[config.mk]
export PLATFORM = sky130hd
export DESIGN_NAME = matmul_host_ctrl
export DESIGN_NICKNAME = d
export VERILOG_FILES = /design/src/rtl/matmul_host_ctrl.sv
export SDC_FILE = /design/constraint.sdc
export NUM_CORES = 1
export LEC_CHECK = 0
export BUFFER_PORTS_ARGS = -buffer_cell sky130_fd_sc_hd__buf_2
export CELL_PAD_IN_SITES_DETAIL_PLACEMENT = 1
export CELL_PAD_IN_SITES_GLOBAL_PLACEMENT = 2
export CORE_MARGIN = 2
export CORE_UTILIZATION = 35
export DETAILED_ROUTE_END_ITERATION = 10
export GPL_TIMING_DRIVEN = 0
export MAX_ROUTING_LAYER = met4
export PLACE_DENSITY = 0.85
export SETUP_SLACK_MARGIN = 0.5
export SYNTH_ARGS = -nofsm -noshare
export SYNTH_HDL_FRONTEND = slang
export SYNTH_SLANG_ARGS = --single-unit
[constraint.sdc]
create_clock -name i_clk -period 7.2 [get_ports i_clk]
set_input_delay 0 -clock i_clk [delete_from_list [all_inputs] [get_ports i_clk]]
set_output_delay 0 -clock i_clk [all_outputs]
set_load 0.005 [all_outputs]
[src/rtl/matmul_host_ctrl.sv]
// Host-side sequencer for the 16x16 int8 matmul accelerator: loads A/B operands,
// kicks the multiply, waits for completion and streams OMEM results out.
module matmul_host_ctrl #(
    parameter int TIMEOUT = 4096
) (
    input  logic        i_clk,
    input  logic        i_rst,
    input  logic        i_start,
    input  logic [2:0]  i_fl,
    output logic        o_busy,
    output logic        o_done,
    output logic        o_err,
    input  logic        i_in_valid,
    output logic        o_in_ready,
    input  logic [15:0] i_in_data,
    output logic        o_out_valid,
    input  logic        i_out_ready,
    output logic [31:0] o_out_data,
    output logic        o_mm_cen,
    output logic        o_mm_wen,
    output logic [8:0]  o_mm_addr,
    output logic [31:0] o_mm_din,
    input  logic [31:0] i_mm_dout,
    output logic        o_mm_rstn,
    output logic        o_mm_en,
    output logic [2:0]  o_mm_fl,
    input  logic        i_mm_done
);

    localparam int TW = $clog2(TIMEOUT);

    localparam logic [2:0] S_IDLE = 3'd0;
    localparam logic [2:0] S_CLR  = 3'd1;
    localparam logic [2:0] S_LOAD = 3'd2;
    localparam logic [2:0] S_KICK = 3'd3;
    localparam logic [2:0] S_WAIT = 3'd4;
    localparam logic [2:0] S_READ = 3'd5;
    localparam logic [2:0] S_DONE = 3'd6;

    logic [2:0]    state_q, state_d;
    logic [7:0]    cnt_q, cnt_d;
    logic [8:0]    rcnt_q, rcnt_d;
    logic [TW-1:0] tcnt_q, tcnt_d;
    logic          err_q, err_d;
    logic [2:0]    fl_q, fl_d;
    logic          inflight_q;
    logic          wptr_q, rptr_q;
    logic [1:0]    fcnt_q, fcnt_d;
    logic [31:0]   fifo_q [2];

    logic          in_hs;
    logic          push;
    logic          pop;
    logic [1:0]    occ;
    logic          issue;

    assign in_hs = (state_q == S_LOAD) && i_in_valid;
    assign push  = inflight_q;
    assign pop   = (fcnt_q != 2'd0) && i_out_ready;
    assign fcnt_d = fcnt_q + {1'b0, push} - {1'b0, pop};

    // Occupancy counts a word leaving this cycle as free, so reads sustain 1/cycle.
    assign occ   = fcnt_q + {1'b0, inflight_q} - {1'b0, pop};
    assign issue = (state_q == S_READ) && !rcnt_q[8] && (occ < 2'd2);

    always_comb begin
        state_d = state_q;
        cnt_d   = cnt_q;
        rcnt_d  = rcnt_q;
        tcnt_d  = tcnt_q;
        err_d   = err_q;
        fl_d    = fl_q;
        case (state_q)
            S_IDLE: begin
                if (i_start) begin
                    fl_d    = i_fl;
                    err_d   = 1'b0;
                    state_d = S_CLR;
                end
            end
            S_CLR: begin
                cnt_d   = 8'd0;
                state_d = S_LOAD;
            end
            S_LOAD: begin
                if (in_hs) begin
                    cnt_d = cnt_q + 8'd1;
                    if (cnt_q == 8'd255) begin
                        state_d = S_KICK;
                    end
                end
            end
            S_KICK: begin
                tcnt_d  = '0;
                rcnt_d  = 9'd0;
                state_d = S_WAIT;
            end
            S_WAIT: begin
                tcnt_d = tcnt_q + 1'b1;
                if (i_mm_done) begin
                    state_d = S_READ;
                end else if (tcnt_q == TW'(TIMEOUT - 2)) begin
                    err_d   = 1'b1;
                    state_d = S_DONE;
                end
            end
            S_READ: begin
                if (issue) begin
                    rcnt_d = rcnt_q + 9'd1;
                end
                // Finished once every read is issued, none in flight, FIFO drained.
                if (rcnt_q[8] && !inflight_q && (fcnt_d == 2'd0)) begin
                    state_d = S_DONE;
                end
            end
            S_DONE: begin
                state_d = S_IDLE;
            end
            default: begin
                state_d = S_IDLE;
            end
        endcase
    end

    always_ff @(posedge i_clk) begin
        if (i_rst) begin
            state_q    <= S_IDLE;
            cnt_q      <= 8'd0;
            rcnt_q     <= 9'd0;
            tcnt_q     <= '0;
            err_q      <= 1'b0;
            fl_q       <= 3'd0;
            inflight_q <= 1'b0;
            wptr_q     <= 1'b0;
            rptr_q     <= 1'b0;
            fcnt_q     <= 2'd0;
        end else begin
            state_q    <= state_d;
            cnt_q      <= cnt_d;
            rcnt_q     <= rcnt_d;
            tcnt_q     <= tcnt_d;
            err_q      <= err_d;
            fl_q       <= fl_d;
            inflight_q <= issue;
            fcnt_q     <= fcnt_d;
            if (push) begin
                wptr_q <= ~wptr_q;
            end
            if (pop) begin
                rptr_q <= ~rptr_q;
            end
        end
    end

    always_ff @(posedge i_clk) begin
        if (push) begin
            fifo_q[wptr_q] <= i_mm_dout;
        end
    end

    assign o_busy      = (state_q != S_IDLE);
    assign o_done      = (state_q == S_DONE);
    assign o_err       = err_q;
    assign o_in_ready  = (state_q == S_LOAD);
    assign o_out_valid = (fcnt_q != 2'd0);
    assign o_out_data  = fifo_q[rptr_q];
    assign o_mm_cen    = !(in_hs || issue);
    assign o_mm_wen    = !in_hs;
    assign o_mm_addr   = in_hs ? {1'b0, cnt_q} : (issue ? {1'b1, rcnt_q[7:0]} : 9'd0);
    assign o_mm_din    = in_hs ? {16'h0, i_in_data} : 32'd0;
    assign o_mm_rstn   = !(i_rst || (state_q == S_CLR));
    assign o_mm_en     = (state_q == S_KICK) || (state_q == S_WAIT);
    assign o_mm_fl     = fl_q;

endmodule
**Word-level counts from Yosys, hierarchy flattened**

Memory sizes are Yosys's and may differ from the RTL's. A register that Yosys moved wholly into a read port is not among the register bits.
Index checks and enable logic that the tools add are counted.

- Output and inout bits: 85
- RAM bits: 64
- Input bits: 57
- Bits in read-only memories: 0
- Memories: 1
- Register bits after elaboration: 41
- Word-level logic and storage cells: 85
- Latch bits: 0

- Shift-type cells: 0
- Div/mod/pow operators: 0
- Equal/unequal tests: 16
- Reductions and logical operators: 27
- Bitwise logic cells: 2
- $add $sub $neg: 5
- $lt $le $gt $ge: 1
- $mul: 0
- Muxes and demuxes: 23

Memories:

| memory | words | width | read ports | clocked after Yosys merged registers in | wr ports | line | source |
|---|---|---|---|---|---|---|---|
| fifo_q | 2 | 32 | 1 | 1 | 1 | 49 | `logic [31:0] fifo_q [2];` |

Operators with widths:

| kind | count |
|---|---|
| $mux 9 | 3 |
| $pmux 12 s2 | 1 |
| $mux 3 | 6 |
| $pmux 3 s6 | 1 |
| $pmux 9 s2 | 1 |
| $mux 16 | 1 |
| $pmux 8 s2 | 1 |
| $add 12x1->12 const B | 1 |
| $eq 12x12->1 const B | 1 |
| $reduce_bool 2->1 | 5 |
| $add 9x1->9 const B | 1 |
| $eq 3x3->1 const B | 3 |
| $add 8x1->8 const B | 1 |
| $eq 8x8->1 const B | 1 |
| $mux 8 | 1 |
| $ne 2x2->1 const B | 4 |
| $mux 1 | 7 |
| $eq 3x2->1 const B | 2 |
| $logic_and 1x1->1 | 6 |
| $ne 2x1->1 const B | 3 |
| $reduce_and 2->1 | 3 |
| $logic_not 1->1 | 5 |
| $reduce_and 5->1 | 1 |
| $reduce_and 4->1 | 1 |
| 11 further kinds | 14 |

**Logic depth before layout (Yosys ltp)**

Gate-level depths: netlist of the first run.

- Depth in word-level cells: 7
- Depth in mapped cells: 10
- Depth with buffers taken out: 9

**Least setup slack after synthesis of the first run**

Ideal clock, no wire load.

- Path type: register -> register
- From: register fcnt_q[1]
- To: register state_q[1]
- Data required time: 7.114 ns
- Path slack: 4.909 ns
- Period minus slack after synthesis: 2.291 ns
- Stages on the path, launching flop included: 10
- Arrival: 2.205 ns
- Setup time: 0.086 ns
- Path buffers: 0
- Path through: dfxtp_1 -> or2_2 -> and2_1 -> ha_1 -> inv_1 -> ha_1 -> xor3_1 -> o31ai_1 -> o311ai_0 -> a211oi_1

- Word-level cells in the longest chain between the ends: 7
- Elaborated cells between the ends (all ways): 8
- Those cells by class: add/sub (2); eq/ne (1); reduce/logical (5)

Ends and longest elaborated chain:

| what | line | source |
|---|---|---|
| start: declaration | 48 | `logic [1:0] fcnt_q, fcnt_d;` |
| start signal: assignment | 145 | `fcnt_q <= fcnt_d;` |
| $reduce_bool 2->1 | n/a |  |
| net o_out_valid | 16 | `output logic o_out_valid,` |
| $logic_and 1x1->1 | 59 | `assign pop = (fcnt_q != 2'd0) && i_out_ready;` |
| net pop | 53 | `logic pop;` |
| $sub 2x1->2 | 60 | `assign fcnt_d = fcnt_q + {1'b0, push} - {1'b0, pop};` |
| $logic_not 2->1 | 112 | `if (rcnt_q[8] && !inflight_q && (fcnt_d == 2'd0)) begin` |
| $logic_and 1x1->1 | 112 |  |
| $ne 2x1->1 (no line) | n/a |  |
| $reduce_and 5->1 (no line) | n/a |  |
| end signal: assignment | 138 | `state_q <= state_d;` |
| end: declaration | 40 | `logic [2:0] state_q, state_d;` |

The timed path passes the listed nets, and every way through them passes these cells.
A chain may end at the register's enable or synchronous reset.

**Worst setup path in the final report of the first run**

- From: register fcnt_q[1]
- To: output o_mm_addr[0]

- Word-level cells in the longest chain between the ends: 7
- Elaborated cells between the ends (all ways): 8
- Those cells by class: add/sub (2); order compare (1); mux (2); reduce/logical (3)

Ends and longest elaborated chain:

| what | line | source |
|---|---|---|
| $reduce_bool 2->1 | 59 |  |
| $logic_and 1x1->1 | 59 |  |
| net pop | 53 |  |
| $sub 2x1->2 | 63 | `assign occ = fcnt_q + {1'b0, inflight_q} - {1'b0, pop};` |
| $lt 2x2->1 | 64 | `assign issue = (state_q == S_READ) && !rcnt_q[8] && (occ < 2'd2);` |
| $logic_and 1x1->1 | 64 |  |
| $mux 9 (2 in a row) | 169 | `assign o_mm_addr = in_hs ? {1'b0, cnt_q} : (issue ? {1'b1, rcnt_q[7:0]} : 9'd0);` |
| end: declaration | 21 | `output logic [8:0] o_mm_addr,` |

The timed path passes the listed nets, and every way through them passes these cells.

==> results of run 1 <==
[flip-flops by register name, summed over array words and instances (netlist names), named ones only]
signal / flops
state_q: 3
fcnt_q: 2
fifo_q: 64
inflight_q: 1
cnt_q: 8
tcnt_q: 12
o_mm_fl: 3
rptr_q: 1
wptr_q: 1
o_err: 1
rcnt_q: 9
[placed cells by master (no fill, tap or decap), drive strengths merged, types with 13 or more instances in the layout]
master	Yosys	layout
inv	11	13
dfxtp	42	42
conb	1	16
dlygate4sd3	0	36
clkbuf	10	21
nor2	38	38
a21oi	14	14
mux2	32	32
and2	19	19
edfxtp	64	64
buf	27	153
xnor2	14	14
nand2	17	17
nand3	13	13
[routing by layer]
metal,global-route usage [%],vias up
met4,7.12,0
li1,-,1775
met3,3.16,21
met1,19.6,1775
met2,31.1,98
met5,-,-
[area by class of cell]
class                   count  area share [%]
inverters                  11           0.653
clock inverters             5           0.949
plain buffers              37            3.40
clock buffers              11            3.84
well taps                 176            3.48
repair buffers            162            15.9
flip-flops and latches    106            43.7
multi-input cells         258            28.1
[timing repair]
action | 4_1_cts | 5_1_grt
endpoints found under the hold margin | 68 | 0
resized for setup | 0 | 0
hold buffers | 36 | 0
[through the flow]
| step | area [um^2] | power (mW) | utilization (%) | worst slack [ps] |
|---|---|---|---|---|
| 2_1_floorplan | 4790 | 0.961 | - | 4910 |
| 3_3_place_gp | 5640 | 1.10 | 42.6 | 4010 |
| 3_5_place_dp | 5660 | 1.10 | 42.8 | 4560 |
| 4_1_cts | 6330 | 1.63 | 47.8 | 4190 |
| 5_1_grt | 6330 | 1.70 | 47.8 | 4000 |
| 6_report | 6330 | 1.61 | 47.8 | 4220 |
[cell families (layout without fill, tap and decap cells)]
group	after synthesis	in the layout	synth area share [%]
AOI/OAI and AO/OA	49	49	7.24
xor gates and xnor gates	17	17	3.75
adders and majority gates	6	6	1.59
buffers and inverters	48	226	5.42
DFF	106	106	58.4
muxes	37	37	8.67
other	1	16	0.0792
and+or+nand+nor	133	133	14.9
[tightest hold or removal path, stage by stage]
cell and delay [ps]:
buf_2 100, nor2b_1 50, o21bai_1 130, a211oi_1 70
[power by group]
group / total (mW) / switching, mW / internal [mW]
Sequential: 0.680 / 0.0130 / 0.667
Combinational: 0.425 / 0.212 / 0.213
Clock: 0.503 / 0.221 / 0.281
Total: 1.61 / 0.446 / 1.16
[path summary, 6_finish.rpt]
kind	startpoint	to
setup / recovery	fcnt_q[1]	o_mm_addr[0]
hold / removal	i_mm_done	state_q[1]
setup reg to reg	fcnt_q[1]	state_q[1]
hold reg to reg	o_err	o_err
==> metrics.md, run 1 <==
| Metric | Value |
|---|---|
| Clock buffer depth | `2` |
| Area grow syn2layout | `33.7%` |
| Worst min path class | `in -> reg` |
| Grt total ovfl | `0` |
| Final hold violations | `0` |
| Seq/Total Area, Yosys | `58.4%` |
| Max VDD drop | `0.104 mV` |
| Leak pwr | `2.49 nW` |
| Die height | `120 um` |
| CP Cell Sequence | `or2_2, and2_1, ha_1, inv_1, ha_1, xor3_1, nor2_1, clkbuf_1, a22o_1, buf_2` |
| Area occupied by multi-input gates | `1780 um^2` |
| Most common cell in the netlist | `edfxtp_1` |
| Top sig layer | `met4` |
| Initial core utilization | `35.7%` |
| Clock sinks | `106` |
| CTS buffer count | `9` |
| Final nets | `648` |
| CTS tree | `built` |
| Synth warn | `0` |
| Status | `complete, no violations` |
| Initial antenna violation count | `0` |
| Cells after synthesis | `397` |
| Critical path capture point type | `primary output` |
| Largest net degree at the start of global routing | `33` |
| Post-route ant nets | `0` |
| Fin crit period | `2980 ps` |
| N_diodes | `0` |
| Synth unique cells | `51` |
| CP dominant cell by count | `ha_1` |
| Max Cap Viol | `0` |
| Tot GR Track Use | `17.6%` |
| CP Buf/Inv Count | `3` |
| Port Buf Inserts | `125` |
| DP HPWL | `8250 um` |
| Core Area | `13200 um^2` |
| Routed wire length | `12100 um` |
| Top cells by area, synth | `edfxtp_1 (41%), dfxtp_1 (18%), mux2_2 (7.6%), nor2_1 (3.0%), xnor2_1 (2.6%)` |
| Site Rows | `42` |
| Async set-reset flop share out of synthesis | `0%` |
| Kind of critical path | `reg -> out` |
| Layout cell share with drive strength beyond 1 | `33.7%` |
| Tcrit/Tclk final | `41.3%` |
| RSZ-0062 raised after global routing | `false` |
| FF+latch area | `2760 um^2` |
| Slowest cell on crit path | `xor3_1` |
| CP Max Fanout | `10` |
| # IOs | `142` |
| Via count | `3669` |
| Area leader, netlist | `edfxtp_1` |
| Post-synth top cells | `edfxtp_1 (64), dfxtp_1 (42), nor2_1 (38), mux2_2 (32), and2_1 (19)` |
| Routed wl met2 | `6380 um` |
| CP arrival | `2980 ps` |
| Skew-Pair Late Insertion Delay | `350 ps` |
| Slew Viols, Final | `0` |
| Final cell count without fillers | `766` |
| Number of global-route vias before repair | `3803` |
| Tightest Pin Transition | `876 ps` |
| Vias per cell | `4.79` |
| Final Skew | `6.91 ps` |
| # fillers | `1487` |
| Worst R2R Setup Slack | `4570 ps` |
| Placed insts | `714` |
| DRC errors left | `0` |
| Post-synth top area share | `40.6%` |
| Worst endpoint required time | `7200 ps` |
| Max H-tree Level | `3` |
| Fin Setup TNS | `0 ps` |
| Die ar. | `14500 um^2` |
| Crit start category | `flop` |
| Dominant synthesized flop cell | `edfxtp_1` |
| Max Fclk | `0.336 GHz` |
| Wire per inst | `15.8 um` |
| Mapped Area | `4730 um^2` |
| CTS root buf | `clkbuf_16` |
| Register bit total from synthesis | `106` |
| Wire length on met3 | `527 um` |
| PwrDens | `254 nW/um^2` |
| Family with the most delay on the worst path | `simple AND/OR/NAND/NOR gates` |
| Worst rel slew slack | `40.7%` |
| Iteration-0 DRC Markers | `159` |
| WHS | `60.4 ps` |
| Worst Hold Path Cells | `4` |
| Worst-path clk slew | `70 ps` |
| Post-CTS setup buffer count | `0` |
| DRT Pass-1 Iters | `4` |
| Met1 wire length | `4980 um` |
| Gp weighted congestion | `0.798` |
| Reg2Reg Depth | `9` |
| First-pass GRT wire length | `19300 um` |
| Chip Width | `120 um` |
| Syn Area/Cell | `11.9 um^2` |
| Count of final setup violators | `0` |
| CP peak stage delay | `370 ps` |
| Post-synth EDFFs | `64` |
| Critical Path Stages | `10` |
No activity file was read; power rests on OpenSTA's default activity.
==> run 2, diff against run 1 <==
Settings changed: CORE_UTILIZATION 35 to 33, PLACE_DENSITY 0.85 to 0.81.
Clock period 7.2 ns to 3.1 ns, I/O delays scaled along.
==> run 2 against run 1 <==
  * Cell count increased by 1.3%
  * First-iteration DRC count decreased by 16%
  * Total power increased by 130%
  * Global-route usage decreased by 1.6 points
  * Combinational power increased by 150%
  * Critical path type unchanged
  * Register-to-register slack got worse by 3900 ps
  * Clock power increased by 120%
  * Sequential power increased by 130%
==> metrics.md, run 2 (synthesis gave the netlist of run 1 again) <==
| Metric | Value |
|---|---|
| Sw Ratio | `29.2%` |
| Port Buf Inserts | `125` |
| Iteration-0 DRC Markers | `134` |
| Chip Width | `124 um` |
| Crit. Startpoint | `fcnt_q[1]` |
| Leak pwr | `2.51 nW` |
| FF-to-FF End | `rcnt_q[7]` |
| Final hold violations | `0` |
| Max VDD drop | `0.243 mV` |
| Top reg by flops | `fifo_q` |
| Internal Power | `2.65 mW` |
| Regs by FF count | `fifo_q: 64 flops, tcnt_q: 12 flops, rcnt_q: 9 flops` |
| Place WS | `432 ps` |
| Tightest Pin Transition | `1260 ps` |
| Largest net degree at the start of global routing | `33` |
| Tcrit/Tclk final | `77.9%` |
| Count of final setup violators | `0` |
| Reg power frac | `42.1%` |
| Crit start category | `flop` |
| CP Max Fanout | `5` |
| Fin crit period | `2420 ps` |
| Area grow syn2layout | `35.1%` |
| Layout cell share with drive strength beyond 1 | `35.5%` |
| Kind of critical path | `reg -> out` |
| P_sw | `1.10 mW` |
| CTS root buf | `clkbuf_16` |
| Die height | `124 um` |
| PwrDens | `587 nW/um^2` |
| CP peak stage delay | `330 ps` |
| CTS buffer count | `9` |
| # fillers | `1561` |
| DRC errors left | `0` |
| Gp weighted congestion | `0.804` |
| Wire per inst | `15.3 um` |
| Die ar. | `15300 um^2` |
| Max Cap Viol | `0` |
| Worst R2R Setup Slack | `700 ps` |
| RSZ-0062 raised after global routing | `false` |
| Final Skew | `9.37 ps` |
| Total Power | `3.75 mW` |
| Tot GR Track Use | `16.0%` |
| Max Fclk | `0.414 GHz` |
| Critical path capture point type | `primary output` |
| CTS tree | `built` |
| Site Rows | `43` |
| Clock sinks | `106` |
| First-pass GRT wire length | `18500 um` |
| DRT Pass-1 Iters | `4` |
| Vias per cell | `4.72` |
| Post-layout util | `45.9%` |
| Core Area | `13900 um^2` |
| Logic pwr share | `28.1%` |
| Status | `complete, no violations` |
| Worst endpoint required time | `3100 ps` |
| Commonest non-fill, non-tap cell in the layout | `buf_2` |
| Clock buffer depth | `2` |
| Setup WS post-layout | `685 ps` |
| Slew Viols, Final | `0` |
| CP arrival | `2420 ps` |
| # IOs | `142` |
| Worst-path clk slew | `80 ps` |
| Max FFs per register | `64` |
| Initial antenna violation count | `1` |
| Skew-Pair Late Insertion Delay | `350 ps` |
| Routed wire length | `11900 um` |
| CP Cell Sequence | `or2_4, and2_4, ha_1, inv_1, ha_2, xor3_2, nor2_4, clkbuf_8, a22o_1, buf_2` |
| Max H-tree Level | `3` |
| Worst min path class | `in -> reg` |
| Grt total ovfl | `0` |
| Number of global-route vias before repair | `3785` |
| Post-route ant nets | `0` |
| Critical Path End | `o_mm_addr[1]` |
| Worst reg2reg path startpoint | `fcnt_q[1]` |
| Worst rel slew slack | `15.0%` |
| DP HPWL | `8330 um` |
| Most frequent cells in the layout | `buf_2 (126), edfxtp_1 (64), dfxtp_1 (41)` |
| Via count | `3665` |
| Initial core utilization | `34.0%` |
| Final nets | `653` |
| Slowest cell on crit path | `dfxtp_2` |
| Reg2Reg Depth | `10` |
| Clk pwr share | `29.8%` |
run 2: layout make-up:
class	count	area, um^2	area share, %
plain buffers	37	225	3.52
diodes	1	2.50	0.0391
clock inverters	7	70.1	1.10
clock buffers	9	225	3.52
well taps	180	225	3.52
inverters	11	41.3	0.646
flip-flops and latches	106	2760	43.2
repair buffers	167	1040	16.3
multi-input cells	258	1800	28.1
run 2: worst max-delay path: cells and delay by family (launching register included):
kind,cells,cell delay (ps)
buffers and inverters,3,340
AND/OR/NAND/NOR,3,520
AO/OA/AOI/OAI,1,140
XOR/XNOR,1,310
adder cells (fa/ha/maj),2,430
flip-flops,1,330
run 2: worst min-delay path by stage:
| stage | startpoint | endpoint | cells past startpoint |
|---|---|---|---|
| floorplan | i_mm_dout[0] | fifo_q[0][0] | 0 |
| global placement | i_mm_dout[10] | fifo_q[0][10] | 1 |
| detailed placement | i_mm_dout[18] | fifo_q[0][18] | 1 |
| CTS | i_mm_done | state_q[1] | 4 |
| finish | i_mm_done | state_q[1] | 4 |
| global route | i_mm_done | state_q[1] | 4 |
run 2: repair_timing:
action                     in CTS  in global routing
buffers inserted                4                  0
gates cloned                    1                  0
pin swaps                       3                  1
hold buffers                   36                  0
hold endpoints to repair       68                  0
gates resized for setup        12                  0
setup endpoints to repair      12                  9
run 2: per-layer routing:
| layer | vias up | GRT usage [%] | wire length [um] |
|---|---|---|---|
| met5 | - | - | 0 |
| met1 | 1789 | 18.6 | 5280 |
| li1 | 1781 | - | - |
| met4 | 0 | 4.69 | 149 |
| met2 | 81 | 27.2 | 5820 |
| met3 | 14 | 4.30 | 613 |
run 2: power groups by stage:
stage                     Combinational (mW)  Clock [mW]  Sequential, mW
after floorplan                        0.628           0            1.61
after CTS                               1.06        1.16            1.58
after global placement                 0.949           0            1.61
final                                   1.05        1.12            1.58
after global routing                    1.16        1.21            1.59
after detailed placement               0.967           0            1.61
run 2: stage by stage:
step	instance area [um^2]	std cells	hold WS [ps]	setup TNS, ps
6_report	6390	776	43.6	0
5_1_grt	6390	776	76.4	0
4_1_cts	6390	775	28.8	0
3_5_place_dp	5670	718	195	0
3_3_place_gp	5640	717	189	-954
2_1_floorplan	4790	412	98.9	0
